`config.mk`:
```
export PLATFORM = sky130hd
export DESIGN_NAME = waitstate_ctrl
export DESIGN_NICKNAME = d
export VERILOG_FILES = /design/src/rtl/waitstate_ctrl.sv
export SDC_FILE = /design/constraint.sdc
export NUM_CORES = 1
export LEC_CHECK = 0
export CAP_MARGIN = 20
export CORE_MARGIN = 1
export CORE_UTILIZATION = 52
export CTS_CLUSTER_DIAMETER = 80
export DETAILED_ROUTE_END_ITERATION = 10
export PLACE_DENSITY = 0.92
export SYNTH_ARGS = -nofsm -noshare
export SYNTH_HDL_FRONTEND = slang
export SYNTH_SLANG_ARGS = --single-unit
```
`constraint.sdc`:
```
create_clock -name CLKX4 -period 2.9 [get_ports CLKX4]
set_input_delay 0.725 -clock CLKX4 [delete_from_list [all_inputs] [get_ports CLKX4]]
set_output_delay 0.725 -clock CLKX4 [all_outputs]
set_load 0.01 [all_outputs]
```
`src/rtl/waitstate_ctrl.sv`:
```
// Programmable wait-state controller: stretches the E-high phase of the CLKX4
// E/Q clock generator per chip-select region, with an EXT_nWAIT watchdog.
module waitstate_ctrl #(
    parameter logic [15:0] WS_BASE        = 16'hFE40,
    parameter logic [2:0]  ROM_WS_RST     = 3'd1,
    parameter logic [2:0]  RAM_WS_RST     = 3'd0,
    parameter logic [2:0]  EXT_WS_RST     = 3'd3,
    parameter logic [2:0]  EXTIO_WS_RST   = 3'd3,
    parameter logic [2:0]  UART_WS_RST    = 3'd2,
    parameter logic [7:0]  TIMEOUT_CYCLES = 8'd255
) (
    input  logic        CLKX4,
    input  logic        nRESET,
    input  logic        QX_i,
    input  logic        EX_i,
    input  logic [15:0] ADDR_i,
    input  logic        RnW_i,
    input  logic        HW_EN_i,
    input  logic [7:0]  DATA_i,
    output logic [7:0]  DATA_o,
    output logic        DATA_oe_o,
    input  logic        nCSROM0_i,
    input  logic        nCSROM1_i,
    input  logic        nCSRAM_i,
    input  logic        nCSEXT_i,
    input  logic        nCSEXTIO_i,
    input  logic        nCSUART_i,
    input  logic        EXT_nWAIT_i,
    output logic        MRDY_o,
    output logic        TIMEOUT_o,
    output logic [1:0]  state_o
);

    // Handshake: the clock generator samples MRDY on every CLKX4 edge while
    // {QX,EX}=01; MRDY=1 at that edge ends E-high, MRDY=0 repeats 01.
    typedef enum logic [1:0] {
        ST_IDLE    = 2'd0,
        ST_LOAD    = 2'd1,
        ST_STRETCH = 2'd2,
        ST_DONE    = 2'd3
    } state_t;

    state_t      state_q, state_d;
    logic        mrdy_q, mrdy_d;
    logic [2:0]  cnt_q, cnt_d;
    logic [7:0]  tcnt_q, tcnt_d;
    logic        timeout_q, timeout_d;
    logic [1:0]  sync_q;

    logic [2:0]  rom_ws_q, ram_ws_q, ext_ws_q, extio_ws_q, uart_ws_q;

    logic        reg_access;
    logic        wr_commit;
    logic        timeout_set;
    logic        timeout_clr;
    logic [2:0]  ws;
    logic        ext_sel;
    logic        wait_req;
    logic [2:0]  cnt_dec;
    logic [8:0]  tcnt_inc;

    assign reg_access = HW_EN_i && (ADDR_i[15:2] == WS_BASE[15:2]);
    assign DATA_oe_o  = EX_i && RnW_i && reg_access;

    // Commit only on the last E-high edge so a CPU cycle writes exactly once.
    assign wr_commit   = reg_access && !RnW_i && !QX_i && EX_i && mrdy_q;
    assign timeout_clr = wr_commit && (ADDR_i[1:0] == 2'd3) && DATA_i[7];

    always_comb begin
        ws      = 3'd0;
        ext_sel = 1'b0;
        if (!nCSEXTIO_i) begin
            ws      = extio_ws_q;
            ext_sel = 1'b1;
        end else if (!nCSEXT_i) begin
            ws      = ext_ws_q;
            ext_sel = 1'b1;
        end else if (!nCSUART_i) begin
            ws = uart_ws_q;
        end else if (!nCSROM0_i || !nCSROM1_i) begin
            ws = rom_ws_q;
        end else if (!nCSRAM_i) begin
            ws = ram_ws_q;
        end
    end

    assign wait_req = ext_sel && !sync_q[1];
    assign cnt_dec  = (cnt_q == 3'd0) ? 3'd0 : cnt_q - 3'd1;
    assign tcnt_inc = {1'b0, tcnt_q} + 9'd1;

    always_comb begin
        state_d     = ST_IDLE;
        mrdy_d      = 1'b1;
        cnt_d       = 3'd0;
        tcnt_d      = 8'd0;
        timeout_set = 1'b0;
        case ({QX_i, EX_i})
            2'b11: begin
                state_d = ST_LOAD;
                cnt_d   = ws;
                mrdy_d  = (ws == 3'd0) && !wait_req;
            end
            2'b01: begin
                if (mrdy_q) begin
                    state_d = ST_DONE;
                    mrdy_d  = 1'b1;
                    cnt_d   = cnt_q;
                    tcnt_d  = tcnt_q;
                end else begin
                    state_d = ST_STRETCH;
                    cnt_d   = cnt_dec;
                    // Watchdog release overrides both the count and EXT_nWAIT.
                    if (tcnt_inc >= {1'b0, TIMEOUT_CYCLES}) begin
                        tcnt_d      = TIMEOUT_CYCLES;
                        mrdy_d      = 1'b1;
                        timeout_set = 1'b1;
                    end else begin
                        tcnt_d = tcnt_inc[7:0];
                        mrdy_d = (cnt_dec == 3'd0) && !wait_req;
                    end
                end
            end
            default: begin
                state_d = ST_IDLE;
                mrdy_d  = 1'b1;
                cnt_d   = 3'd0;
                tcnt_d  = 8'd0;
            end
        endcase
    end

    // A set on the same edge as a clear keeps the flag.
    always_comb begin
        timeout_d = timeout_q;
        if (timeout_clr) begin
            timeout_d = 1'b0;
        end
        if (timeout_set) begin
            timeout_d = 1'b1;
        end
    end

    always_ff @(posedge CLKX4 or negedge nRESET) begin
        if (!nRESET) begin
            state_q   <= ST_IDLE;
            mrdy_q    <= 1'b1;
            cnt_q     <= 3'd0;
            tcnt_q    <= 8'd0;
            timeout_q <= 1'b0;
            sync_q    <= 2'b11;
        end else begin
            state_q   <= state_d;
            mrdy_q    <= mrdy_d;
            cnt_q     <= cnt_d;
            tcnt_q    <= tcnt_d;
            timeout_q <= timeout_d;
            sync_q    <= {sync_q[0], EXT_nWAIT_i};
        end
    end

    always_ff @(posedge CLKX4 or negedge nRESET) begin
        if (!nRESET) begin
            rom_ws_q   <= ROM_WS_RST;
            ram_ws_q   <= RAM_WS_RST;
            ext_ws_q   <= EXT_WS_RST;
            extio_ws_q <= EXTIO_WS_RST;
            uart_ws_q  <= UART_WS_RST;
        end else if (wr_commit) begin
            case (ADDR_i[1:0])
                2'd0: begin
                    rom_ws_q <= DATA_i[2:0];
                    ram_ws_q <= DATA_i[6:4];
                end
                2'd1: begin
                    ext_ws_q   <= DATA_i[2:0];
                    extio_ws_q <= DATA_i[6:4];
                end
                2'd2: begin
                    uart_ws_q <= DATA_i[2:0];
                end
                default: begin
                end
            endcase
        end
    end

    always_comb begin
        DATA_o = 8'h00;
        if (reg_access && RnW_i) begin
            case (ADDR_i[1:0])
                2'd0:    DATA_o = {1'b0, ram_ws_q, 1'b0, rom_ws_q};
                2'd1:    DATA_o = {1'b0, extio_ws_q, 1'b0, ext_ws_q};
                2'd2:    DATA_o = {5'b0, uart_ws_q};
                default: DATA_o = {timeout_q, 7'b0};
            endcase
        end
    end

    assign MRDY_o    = mrdy_q;
    assign TIMEOUT_o = timeout_q;
    assign state_o   = state_q;

endmodule

```
==> impl_results.rst <==
.. list-table::
   :header-rows: 1

   * - Metric
     - Value
   * - Iteration-0 DRC count of the detailed router
     - 84
   * - Wire length of the first global-routing pass
     - 8220 um
   * - Count leader, synth
     - dfrtp_1
   * - Hold WC Path Type
     - reg -> reg
   * - Largest cells by area after synthesis
     - dfrtp_1 30%, dfstp_2 13%, mux2_2 8.9%
   * - Largest net degree at the start of global routing
     - 33
   * - Achievable clock frequency
     - 0.349 GHz
   * - Overall via count from detail_route
     - 1781
   * - Req. time, crit path
     - 2170 ps
   * - Total length of routed wires
     - 5210 um
   * - Number of cells produced by synthesis
     - 182
   * - Most common library cells after synthesis
     - 23 x dfrtp_1, 16 x nor2_1, 15 x mux2_2, 10 x o21ai_0
   * - Type of the setup path with the least slack
     - in -> out
   * - Max IR drop VDD
     - 0.338 mV
   * - Num CTS Buffers
     - 5
   * - GRT overflow
     - 0
   * - Flip-flop cell with the highest count after synthesis
     - dfrtp_1
   * - Antenna-violating nets left
     - 0
   * - Layout-stage area growth over the synthesis result
     - 40.7%
   * - Final non-filler cell total
     - 298
   * - Worst path max stage delay
     - 270 ps
   * - Worst path slowest cell
     - nor4b_4
   * - Max Clock Skew
     - 11.8 ps
   * - Switching Fraction
     - 24.2%
   * - Relative slew slack
     - 66.3%
   * - CTS tree
     - done
   * - X dimension of the die
     - 62.3 um
   * - Cells along the critical path
     - clkdlybuf4s15_1 -> nor4b_4 -> buf_4 -> and3_4 -> nand3_2 -> buf_8 -> nor3_4 -> buf_6
   * - Number of nets in the layout
     - 290
   * - Total instance count after detailed placement
     - 285
   * - Pint
     - 0.000673 W
   * - Yosys warns
     - 0
   * - Synthesized cell area
     - 1890 um^2
   * - Syn avg cell area
     - 10.4 um^2
   * - Power Dens Cells
     - 334 nW/um^2
   * - Net switching power of the design
     - 0.000215 W
   * - Share of flip-flops with an asynchronous set or reset
     - 100%
   * - Clock Root Buffer
     - clkbuf_4
   * - Sequential area share after synthesis
     - 42.9%
   * - Number of primary I/O pins
     - 50
   * - Total power
     - 0.000889 W
   * - Core area
     - 3420 um^2
   * - Tightest Pin Transition
     - 505 ps
   * - H-tree levels
     - 2
   * - Number of distinct standard cells referenced by the synthesized netlist
     - 52
   * - Diode count
     - 0
   * - Vias in the first global route
     - 1794
   * - Hold violation count in the final report
     - 0
   * - Synth area leader
     - dfrtp_1
   * - Max-capacitance violation count
     - 0
   * - Largest fanout on the critical path
     - 8
   * - Number of antenna violations at the first check in global routing
     - 0
   * - Number of hold-repair buffers added at the cts stage
     - 0
   * - Clock-pin slew reported for the worst setup and hold paths after clock tree synthesis
     - 80 ps
   * - Total negative slack for setup checks
     - 0 ps
   * - Worst hold margin
     - 378 ps
   * - Number of enable flip-flop cells after synthesis
     - 0
   * - Run status
     - finished clean
   * - Relative contribution of combinational cells to total power
     - 15.3%
   * - Number of storage elements in the synthesis netlist
     - 32
   * - Fraction of layout cells with a size suffix above 1
     - 31.3%
   * - Starting Density
     - 55.4%
   * - Router iterations before antenna repair
     - 4
   * - DR WL/cell
     - 17.5 um
   * - Minimum clock period
     - 2860 ps
   * - Via density
     - 5.98
   * - Clk_lat worst skew
     - 340 ps
   * - Worst path arrival time
     - 2140 ps
   * - Startpoint type of the worst setup path
     - input port
   * - Sequential share of power
     - 52.3%
   * - Syn_nets
     - 221
   * - Half-perimeter wire length of the detailed placement result
     - 3600 um
   * - Clock sink count
     - 32
   * - Final Core Density
     - 77.9%
   * - Endpoint class of the critical path
     - output port
   * - Placer's final routability congestion estimate
     - 0.856
   * - Rows
     - 21
   * - Setup violations, final
     - 0
   * - DRC errors left
     - 0
   * - Chip Height
     - 62.3 um
   * - Count of fill cells added during filler insertion
     - 226
   * - Fin. max-slew vios
     - 0
   * - Full die area
     - 3880 um^2
   * - Max Root-Sink Buffers
     - 2
   * - Portion of total power attributed to the clock network
     - 32.4%
   * - Leakage component of the power
     - 1.24 nW
   * - Final worst-path cycle share
     - 98.7%
   * - Count of buffers inserted at the top-level ports
     - 47
   * - Total routing resource utilization after global routing
     - 27.9%
   * - Post-synth top area share
     - 30.4%
metal layers:
layer	vias up	routed length, um	track usage (%)
met5	-	0	0
met4	0	236	16.0
met3	25	391	7.90
met2	80	2580	46.6
met1	849	2000	31.9
li1	827	-	-
cell usage in the layout, fill, tap and decap left out, types with 2 or more instances in the layout:
cell type        synthesis  final
nor2_1                  16     15
a31o_2                   2      2
nor4b_4                  1      3
clkdlybuf4s15_1          0      2
clkbuf_4                 0      5
mux2i_1                  6      6
buf_2                    0      7
xnor2_1                  2      2
nand4_1                  3      3
o21bai_1                 2      2
nor3_4                   0      2
mux2_2                  15     15
dlygate4sd2_1            0      4
clkdlybuf4s50_1          0     27
a31oi_1                  7      7
o21ai_0                 10     10
o31ai_1                  2      2
nand2_1                  3      3
dfstp_2                  9      9
nor3_1                   8      5
ha_1                     2      2
and4b_1                  3      3
a21oi_1                  8      8
nor2b_1                  3      3
dlymetal6s2s_1           0      6
a21boi_0                 2      2
buf_4                    1     20
nand3b_1                 4      4
and3_1                   3      3
nor4_4                   2      2
dfrtp_1                 23     23
clkbuf_8                 0      2
inv_1                    9      9
nand3_1                  6      5
nand2b_1                 3      3
through the flow:
stage	setup WS [ps]	instance area, um^2
2_1_floorplan	293	1890
3_3_place_gp	-605	2510
3_5_place_dp	-722	2510
4_1_cts	21.2	2620
5_1_grt	-15.6	2660
6_report	38.7	2660
state kept, by name (all words and copies together) (netlist names):
register / flops
rom_ws_q: 3
sync_q: 2
uart_ws_q: 3
tcnt_q: 8
MRDY_o: 1
ram_ws_q: 3
extio_ws_q: 3
TIMEOUT_o: 1
ext_ws_q: 3
cnt_q: 3
state_o: 2
critical path, delay by kind of cell:
family / cells / cell delay [ps]
simple gates: 4 / 750
buf+inv: 4 / 650
logic make-up (layout without fill, tap and decap cells):
| family | Yosys count | count (layout) | share of synthesized area, % |
|---|---|---|---|
| and+or+nand+nor | 66 | 66 | 23.5 |
| DFF | 32 | 32 | 42.9 |
| xor gates and xnor gates | 2 | 2 | 0.926 |
| other | 1 | 1 | 0.198 |
| buffers and inverters | 15 | 85 | 3.57 |
| muxes | 21 | 21 | 12.1 |
| adders and majority gates | 2 | 2 | 1.32 |
| AOI/OAI and AO/OA | 43 | 43 | 15.4 |
worst paths after layout:
kind / slack, ps / end / depth (start not counted) / from
worst max-delay path: 40 / DATA_o[5] / 8 / ADDR_i[4]
worst min-delay path: 380 / sync_q[1] / 0 / sync_q[0]
worst max register to register: 810 / extio_ws_q[2] / 5 / MRDY_o
worst min register to register: 380 / sync_q[1] / 0 / sync_q[0]
max in group asynchronous: 1790 / sync_q[0] / 2 / nRESET
min in group asynchronous: 780 / rom_ws_q[1] / 2 / nRESET
power by group through the flow:
stage               combinational (W)  clock, W  sequential (W)
floorplan                   0.0000451         0        0.000470
global placement             0.000127         0        0.000472
detailed placement           0.000130         0        0.000472
CTS                          0.000132  0.000294        0.000464
global route                 0.000145  0.000310        0.000466
finish                       0.000136  0.000287        0.000465
layout make-up:
class	instances	area (um^2)	area share, %
multi-input cells	135	1080	40.5
flip-flops and latches	32	812	30.5
repair buffers	68	612	23.0
clock buffers	8	68.8	2.59
well taps	46	57.6	2.16
inverters	9	33.8	1.27
what timing repair did:
item                                    4_1_cts  5_1_grt
pin swaps                                     6        5
buffers inserted                              3        2
hold endpoints to repair                      0        0
gates resized for setup                      52       10
endpoints found under the setup margin        8        8
No activity file was read; power rests on OpenSTA's default activity.
